--- src/rtl/gfp_pkg.sv ---
// gfp_pkg: shared definitions for the GF(p) arithmetic unit.
//   - op encodings presented on i_op
//   - FSM state type used by gfp_alu
//   - watchdog limit for the binary extended Euclid divider
package gfp_pkg;

  localparam logic [1:0] OP_ADD = 2'd0;
  localparam logic [1:0] OP_SUB = 2'd1;
  localparam logic [1:0] OP_MUL = 2'd2;
  localparam logic [1:0] OP_DIV = 2'd3;

  typedef enum logic [1:0] {
    ST_IDLE = 2'd0,
    ST_MUL  = 2'd1,
    ST_DIV  = 2'd2
  } state_t;

  // Iteration budget for the divider; binary extended Euclid on coprime
  // inputs always converges well inside 4*WIDTH steps.
  function automatic int wd_limit(input int width);
    return 4 * width;
  endfunction

endpackage

--- src/rtl/gfp_addsub_mod.sv ---
// gfp_addsub_mod: combinational (a +/- b) mod p with one conditional
// correction. Both operands must already be reduced (< p).
//   a, b  : operands, WIDTH bits
//   p     : odd modulus, WIDTH bits
//   sub   : 0 = a+b, 1 = a-b
//   y     : reduced result, WIDTH bits
module gfp_addsub_mod #(
  parameter int WIDTH = 32
) (
  input  logic [WIDTH-1:0] a,
  input  logic [WIDTH-1:0] b,
  input  logic [WIDTH-1:0] p,
  input  logic             sub,
  output logic [WIDTH-1:0] y
);

  logic [WIDTH:0] sum_ext;
  logic           borrow;
  logic           add_over;

  always_comb begin
    // The carry-out of a+b is needed for the compare against p; the
    // corrected values themselves are formed at WIDTH bits because the
    // modular wrap of the truncated arithmetic lands on the right answer.
    sum_ext  = {1'b0, a} + {1'b0, b};
    borrow   = (a < b);
    add_over = (sum_ext >= {1'b0, p});
    y        = '0;
    if (sub) begin
      y = borrow ? (a - b + p) : (a - b);
    end else begin
      y = add_over ? (a + b - p) : (a + b);
    end
  end

endmodule

--- src/rtl/gfp_alu.sv ---
// gfp_alu: GF(p) arithmetic unit (add, sub, multiply, divide).
//   i_clk     : clock, rising edge
//   i_rst_n   : asynchronous active-low reset
//   i_start   : operation request, sampled while o_busy=0
//   i_op      : 0=ADD 1=SUB 2=MUL 3=DIV
//   i_a, i_b  : operands (< p)
//   i_prime   : odd modulus p > 2
//   o_busy    : multi-cycle operation in progress
//   o_done    : one-cycle completion pulse
//   o_result  : result, held until the next completion
//   o_err     : qualifies o_done; divide by zero / non-invertible divisor
module gfp_alu
  import gfp_pkg::*;
#(
  parameter int WIDTH = 32
) (
  input  logic             i_clk,
  input  logic             i_rst_n,
  input  logic             i_start,
  input  logic [1:0]       i_op,
  input  logic [WIDTH-1:0] i_a,
  input  logic [WIDTH-1:0] i_b,
  input  logic [WIDTH-1:0] i_prime,
  output logic             o_busy,
  output logic             o_done,
  output logic [WIDTH-1:0] o_result,
  output logic             o_err
);

  localparam int LIMIT = wd_limit(WIDTH);
  localparam int CW    = $clog2(LIMIT + 1);

  state_t           state_reg;
  logic [WIDTH-1:0] a_reg;
  logic [WIDTH-1:0] b_reg;     // MUL: multiplier, shifted left one bit per cycle
  logic [WIDTH-1:0] p_reg;
  logic [WIDTH-1:0] acc_reg;
  logic [WIDTH-1:0] u_reg;
  logic [WIDTH-1:0] v_reg;
  logic [WIDTH-1:0] x1_reg;
  logic [WIDTH-1:0] x2_reg;
  logic [CW-1:0]    cnt_reg;

  // Shared add/sub unit: ADD/SUB from IDLE, doubling in MUL, x1/x2 update in DIV.
  logic [WIDTH-1:0] as0_a, as0_b, as0_p, as0_y;
  logic             as0_sub;
  // Second unit: the conditional "+a" step of MUL, chained after the doubling.
  logic [WIDTH-1:0] as1_y;
  logic [WIDTH-1:0] mul_next;

  always_comb begin
    as0_a   = i_a;
    as0_b   = i_b;
    as0_p   = i_prime;
    as0_sub = (i_op == OP_SUB);
    case (state_reg)
      ST_MUL: begin
        as0_a   = acc_reg;
        as0_b   = acc_reg;
        as0_p   = p_reg;
        as0_sub = 1'b0;
      end
      ST_DIV: begin
        as0_p   = p_reg;
        as0_sub = 1'b1;
        if (u_reg >= v_reg) begin
          as0_a = x1_reg;
          as0_b = x2_reg;
        end else begin
          as0_a = x2_reg;
          as0_b = x1_reg;
        end
      end
      default: ;
    endcase
  end

  gfp_addsub_mod #(.WIDTH(WIDTH)) u_as0 (
    .a   (as0_a),
    .b   (as0_b),
    .p   (as0_p),
    .sub (as0_sub),
    .y   (as0_y)
  );

  gfp_addsub_mod #(.WIDTH(WIDTH)) u_as1 (
    .a   (as0_y),
    .b   (a_reg),
    .p   (p_reg),
    .sub (1'b0),
    .y   (as1_y)
  );

  assign mul_next = b_reg[WIDTH-1] ? as1_y : as0_y;

  // x/2 mod p for odd p: an odd x becomes (x+p)/2, rewritten as
  // (x>>1)+(p>>1)+1 so it never needs a WIDTH+1 bit intermediate.
  function automatic logic [WIDTH-1:0] half_mod(input logic [WIDTH-1:0] x,
                                                input logic [WIDTH-1:0] p);
    if (x[0]) return (x >> 1) + (p >> 1) + 1'b1;
    else      return x >> 1;
  endfunction

  always_ff @(posedge i_clk or negedge i_rst_n) begin
    if (!i_rst_n) begin
      state_reg <= ST_IDLE;
      a_reg     <= '0;
      b_reg     <= '0;
      p_reg     <= '0;
      acc_reg   <= '0;
      u_reg     <= '0;
      v_reg     <= '0;
      x1_reg    <= '0;
      x2_reg    <= '0;
      cnt_reg   <= '0;
      o_busy    <= 1'b0;
      o_done    <= 1'b0;
      o_result  <= '0;
      o_err     <= 1'b0;
    end else begin
      o_done <= 1'b0;
      case (state_reg)
        ST_IDLE: begin
          if (i_start) begin
            case (i_op)
              OP_ADD, OP_SUB: begin
                o_result <= as0_y;
                o_err    <= 1'b0;
                o_done   <= 1'b1;
              end
              OP_MUL: begin
                a_reg     <= i_a;
                b_reg     <= i_b;
                p_reg     <= i_prime;
                acc_reg   <= '0;
                cnt_reg   <= CW'(WIDTH - 1);
                o_busy    <= 1'b1;
                state_reg <= ST_MUL;
              end
              default: begin
                if (i_b == '0) begin
                  o_result <= '0;
                  o_err    <= 1'b1;
                  o_done   <= 1'b1;
                end else begin
                  u_reg     <= i_b;
                  v_reg     <= i_prime;
                  x1_reg    <= i_a;
                  x2_reg    <= '0;
                  p_reg     <= i_prime;
                  cnt_reg   <= '0;
                  o_busy    <= 1'b1;
                  state_reg <= ST_DIV;
                end
              end
            endcase
          end
        end

        ST_MUL: begin
          acc_reg <= mul_next;
          b_reg   <= b_reg << 1;
          if (cnt_reg == '0) begin
            o_result  <= mul_next;
            o_err     <= 1'b0;
            o_done    <= 1'b1;
            o_busy    <= 1'b0;
            state_reg <= ST_IDLE;
          end else begin
            cnt_reg <= cnt_reg - 1'b1;
          end
        end

        ST_DIV: begin
          if (u_reg == WIDTH'(1)) begin
            o_result  <= x1_reg;
            o_err     <= 1'b0;
            o_done    <= 1'b1;
            o_busy    <= 1'b0;
            state_reg <= ST_IDLE;
          end else if (v_reg == WIDTH'(1)) begin
            o_result  <= x2_reg;
            o_err     <= 1'b0;
            o_done    <= 1'b1;
            o_busy    <= 1'b0;
            state_reg <= ST_IDLE;
          end else if (cnt_reg == CW'(LIMIT - 1)) begin
            // Out of iterations: divisor shares a factor with p.
            o_result  <= '0;
            o_err     <= 1'b1;
            o_done    <= 1'b1;
            o_busy    <= 1'b0;
            state_reg <= ST_IDLE;
          end else begin
            cnt_reg <= cnt_reg + 1'b1;
            if (!u_reg[0]) begin
              u_reg  <= u_reg >> 1;
              x1_reg <= half_mod(x1_reg, p_reg);
            end else if (!v_reg[0]) begin
              v_reg  <= v_reg >> 1;
              x2_reg <= half_mod(x2_reg, p_reg);
            end else if (u_reg >= v_reg) begin
              u_reg  <= u_reg - v_reg;
              x1_reg <= as0_y;
            end else begin
              v_reg  <= v_reg - u_reg;
              x2_reg <= as0_y;
            end
          end
        end

        default: begin
          o_busy    <= 1'b0;
          state_reg <= ST_IDLE;
        end
      endcase
    end
  end

endmodule

--- config.mk ---
export PLATFORM = sky130hd
export DESIGN_NAME = gfp_alu
export DESIGN_NICKNAME = d
export VERILOG_FILES = /design/src/rtl/gfp_pkg.sv /design/src/rtl/gfp_addsub_mod.sv /design/src/rtl/gfp_alu.sv
export SDC_FILE = /design/constraint.sdc
export NUM_CORES = 2
export LEC_CHECK = 0
export CELL_PAD_IN_SITES_DETAIL_PLACEMENT = 0
export CELL_PAD_IN_SITES_GLOBAL_PLACEMENT = 2
export CORE_ASPECT_RATIO = 1.75
export CORE_MARGIN = 2
export CORE_UTILIZATION = 39
export CTS_BUF_LIST = sky130_fd_sc_hd__clkbuf_4
export DETAILED_ROUTE_END_ITERATION = 8
export HOLD_SLACK_MARGIN = 0.15
export PLACE_DENSITY = 0.84
export SYNTH_ARGS = -nofsm -noshare
export SYNTH_HDL_FRONTEND = slang
export SYNTH_HIERARCHICAL = 1
export SYNTH_SLANG_ARGS = --single-unit
--- constraint.sdc ---
create_clock -name i_clk -period 16.4 [get_ports i_clk]
set_input_delay 3.28 -clock i_clk [delete_from_list [all_inputs] [get_ports i_clk]]
set_output_delay 3.28 -clock i_clk [all_outputs]
set_load 0.02 [all_outputs]
==> reports/metrics.csv <==
stage;metric;value;unit
critical_path;arrival time reported for the critical path endpoint;16.60;ns
run_status;failing checks;max-capacitance violations;
floorplan;Die Ht;435;um
timing;transition time at the pin with the least slew margin;1.47;ns
critical_path;cell with the largest stage delay on the worst path;sky130_fd_sc_hd__nor3_1;
logic_synthesis;number of distinct library cells after synthesis;97;
routing;detailed router's first-iteration violation count;2719;
clock_tree;clock-pin transition on the worst setup and hold timing paths;0.07;ns
logic_synthesis;yosys synthesis warning count;6;
cells_and_area;relative area change from synthesis to final layout;9.07;%
floorplan;DIE AREA;109000;sq um
timing;Final Hold Vio Count;0;
logic_synthesis;Synth Net Count;5913;
logic_synthesis;portion of synthesized cell area occupied by the leading cell type;0.182;
timing;worst hold slack;0.482;ns
logic_synthesis;Gate Count Post-Synth;5409;
logic_synthesis;number of storage elements in the synthesis netlist;301;
clock_tree;Clock Root Buffer;sky130_fd_sc_hd__clkbuf_4;
critical_path;most frequent CP cell;sky130_fd_sc_hd__o21ai_0;
cells_and_area;number of fill cells in the layout;11100;
clock_tree;TritonCTS sink count;301;
logic_synthesis;share of flip-flops with an asynchronous set or reset after synthesis;1.00;
clock_tree;Setup Fix Bufs, Post-CTS;0;
floorplan;area of the core;106000;sq um
logic_synthesis;dominant synthesized flop cell;sky130_fd_sc_hd__dfrtp_1;
hold_path;hold crit path type;reg -> reg;
grt;wire length of the first global-routing pass;271000;um
run;max-cap check violation count;1;
critical_path;endpoint class of the critical path;flop;
clock_tree;htree depth;3;
grt;via count of the first global-routing pass;42800;
grt;Overall Global Routing Usage;0.331;
timing;Max Clock Freq;0.0633;GHz
logic_synthesis;post-synthesis sequential area ratio;0.182;
grt;grt total ovfl;0;
floorplan;starting utilization of the core area;0.392;
timing;final total negative setup slack;0;ns
routing;routed via count divided by cell count;6.18;
critical_path;start-to-end type of the worst setup path;reg -> reg;
timing;remaining max-slew budget at the tightest pin;0.0172;
floorplan;Chip Width;250;um
clock_tree;quantity of hold-fixing buffers added after cts;0;
clock_tree;later-pin clock latency in the skew report;1.01;ns
timing;count of final setup violators;0;
critical_path;reg2reg setup slack;0.60;ns
clock_tree;clock tree buffer depth;3;
grt;pin count of the biggest net entering global routing;128;
critical_path;critical path peak fanout;26;
logic_synthesis;largest cells by area after synthesis;sky130_fd_sc_hd__dfrtp_1 18%, sky130_fd_sc_hd__ha_1 12%, sky130_fd_sc_hd__a21oi_1 5.8%;
cells_and_area;share of final-layout standard cells stronger than drive strength 1;0.0998;
logic_synthesis;syn avg cell area;7.65;sq um
placed_design;I/O Buffers;135;
timing;Pins Over Slew Limit;0;
placed_design;HPWL after DPL;151000;um
logic_synthesis;EDFF count, synth;0;
timing;clock skew;0.0754;ns
routing;final routed wire length divided by cell count;27.1;um
routing;total vias in the final route;42400;
critical_path;CP peak stage delay;0.63;ns
logic_synthesis;cell accounting for the most synthesized area;sky130_fd_sc_hd__dfrtp_1;
critical_path;startpoint type of the worst setup path;flop;
routing;router iterations before antenna repair;5;
clock_tree;TritonCTS clock tree;built;
cells_and_area;# nets final;5930;
floorplan;FP Rows;158;
timing;RSZ-0062 raised after global routing;no;
placed_design;routability congestion estimate;0.993;
floorplan;Boundary Pins;136;
critical_path;required time worst endpoint;17.19;ns
routing;number of remaining DRC errors;0;
routing;remaining antenna violation count after routing;0;
grt;antenna violations before repair;5;
timing;ratio of final minimum period to clock period;0.964;
routing;total length of routed wires;186000;um
run_status;run status;finished, violations left;
timing;min Tclk post-route;15.80;ns
clock_tree;number of CTS-inserted buffers;86;
logic_synthesis;Synth Cell Area;41400;sq um
==> cell usage after synthesis, drive strengths merged, types with 28 or more instances <==
| library cell | count |
|---|---|
| mux2i | 176 |
| a21o | 165 |
| nor3 | 104 |
| o21a | 69 |
| buf | 80 |
| or3 | 37 |
| xnor2 | 201 |
| o21ai | 437 |
| o31ai | 55 |
| o221ai | 28 |
| nand4 | 58 |
| a21oi | 482 |
| o21bai | 54 |
| inv | 322 |
| nand2 | 467 |
| ha | 390 |
| nand2b | 56 |
| a211oi | 89 |
| a22oi | 106 |
| xor2 | 83 |
| o211ai | 63 |
| and3 | 67 |
| a211o | 29 |
| nor2 | 408 |
| dfrtp | 301 |
| nor4 | 40 |
| mux2 | 192 |
| clkbuf | 246 |
| nor2b | 51 |
| nand3 | 82 |
| a31oi | 67 |
==> through the flow <==
step	instances	setup slack, ns	area [sq um]	utilization
detailed placement	6698	0.209	44100	0.418
global route	6860	0.0448	45200	0.428
CTS	6853	0.456	45100	0.427
floorplan	5409	3.55	41400	-
global placement	6698	0.207	44100	0.418
finish	6862	0.597	45200	0.428
==> final cells by class <==
cell class                      instances  area (sq um)  area share
Clock inverter                         38           155     0.00344
Multi-Input combinational cell       4458         31300       0.694
Clock buffer                          117           878      0.0195
Antenna cell                            9          22.5    0.000499
Timing Repair Buffer                  255          2290      0.0508
Inverter                              324          1220      0.0270
Tap cell                             1360          1700      0.0377
Sequential cell                       301          7540       0.167
==> worst max-delay path: cells and delay by family (launching register included) <==
family                   cells  cell delay (ns)
buffers and inverters        6             1.39
adder cells (fa/ha/maj)      6             2.14
AO/OA/AOI/OAI               28             6.82
XOR/XNOR                     2             0.35
AND/OR/NAND/NOR             11             3.29
flip-flops                   1             0.55
multiplexers                 4             0.99
==> cells in the final DEF (no fill, tap or decap), types with 68 or more instances in the layout <==
cell type	synthesis	layout
sky130_fd_sc_hd__ha_1	390	387
sky130_fd_sc_hd__inv_1	322	321
sky130_fd_sc_hd__clkdlybuf4s50_1	0	134
sky130_fd_sc_hd__xnor2_1	201	201
sky130_fd_sc_hd__nor2_1	406	403
sky130_fd_sc_hd__mux2i_1	176	176
sky130_fd_sc_hd__a22oi_1	106	106
sky130_fd_sc_hd__nor3_1	104	101
sky130_fd_sc_hd__a211oi_1	89	88
sky130_fd_sc_hd__mux2_2	188	188
sky130_fd_sc_hd__nand2_1	466	465
sky130_fd_sc_hd__buf_4	5	117
sky130_fd_sc_hd__o21a_1	69	68
sky130_fd_sc_hd__a21oi_1	478	478
sky130_fd_sc_hd__xor2_1	83	83
sky130_fd_sc_hd__nand3_1	82	80
sky130_fd_sc_hd__a21o_1	165	164
sky130_fd_sc_hd__clkbuf_4	0	117
sky130_fd_sc_hd__dfrtp_1	301	299
sky130_fd_sc_hd__o21ai_0	425	425
==> kinds of logic (layout without fill, tap and decap cells) <==
kind of cell               count (synthesis)  after routing  share of synthesized area
and+or+nand+nor                         1468           1468                      0.166
muxes                                    368            368                     0.0948
buffers and inverters                    650            734                     0.0645
DFF                                      301            301                      0.182
adders and majority gates                403            403                      0.124
xor gates and xnor gates                 284            284                     0.0601
other                                      1             10                  0.0000906
AOI/OAI and AO/OA                       1934           1934                      0.308
==> repair_timing <==
action / in CTS / in global routing
gates resized for setup: 0 / 3
endpoints found under the hold margin: 0 / 0
setup endpoints to repair: 0 / 31
==> worst paths after layout <==
kind                                     end  startpoint  depth (start not counted)
worst max register to register  o_result[16]   u_reg[26]                         57
min in group asynchronous          b_reg[25]     i_rst_n                          1
worst max-delay path            o_result[16]   u_reg[26]                         57
worst min register to register     b_reg[26]   b_reg[26]                          2
worst min-delay path               b_reg[26]   b_reg[26]                          2
max in group asynchronous         acc_reg[9]     i_rst_n                          3
==> per-layer routing <==
metal  track usage  part of all wire  up-vias  routed length [um]
met5             0                 0        -                   0
met4         0.241             0.081        0               15100
met3        0.0284             0.034      467                6230
met2         0.605              0.51     1342               94900
met1         0.354              0.37    20600               69700
li1              -                 -    20000                   -
Power is not shown: default switching activity piles up to over one toggle a cycle in this logic, so the estimate is an artifact.
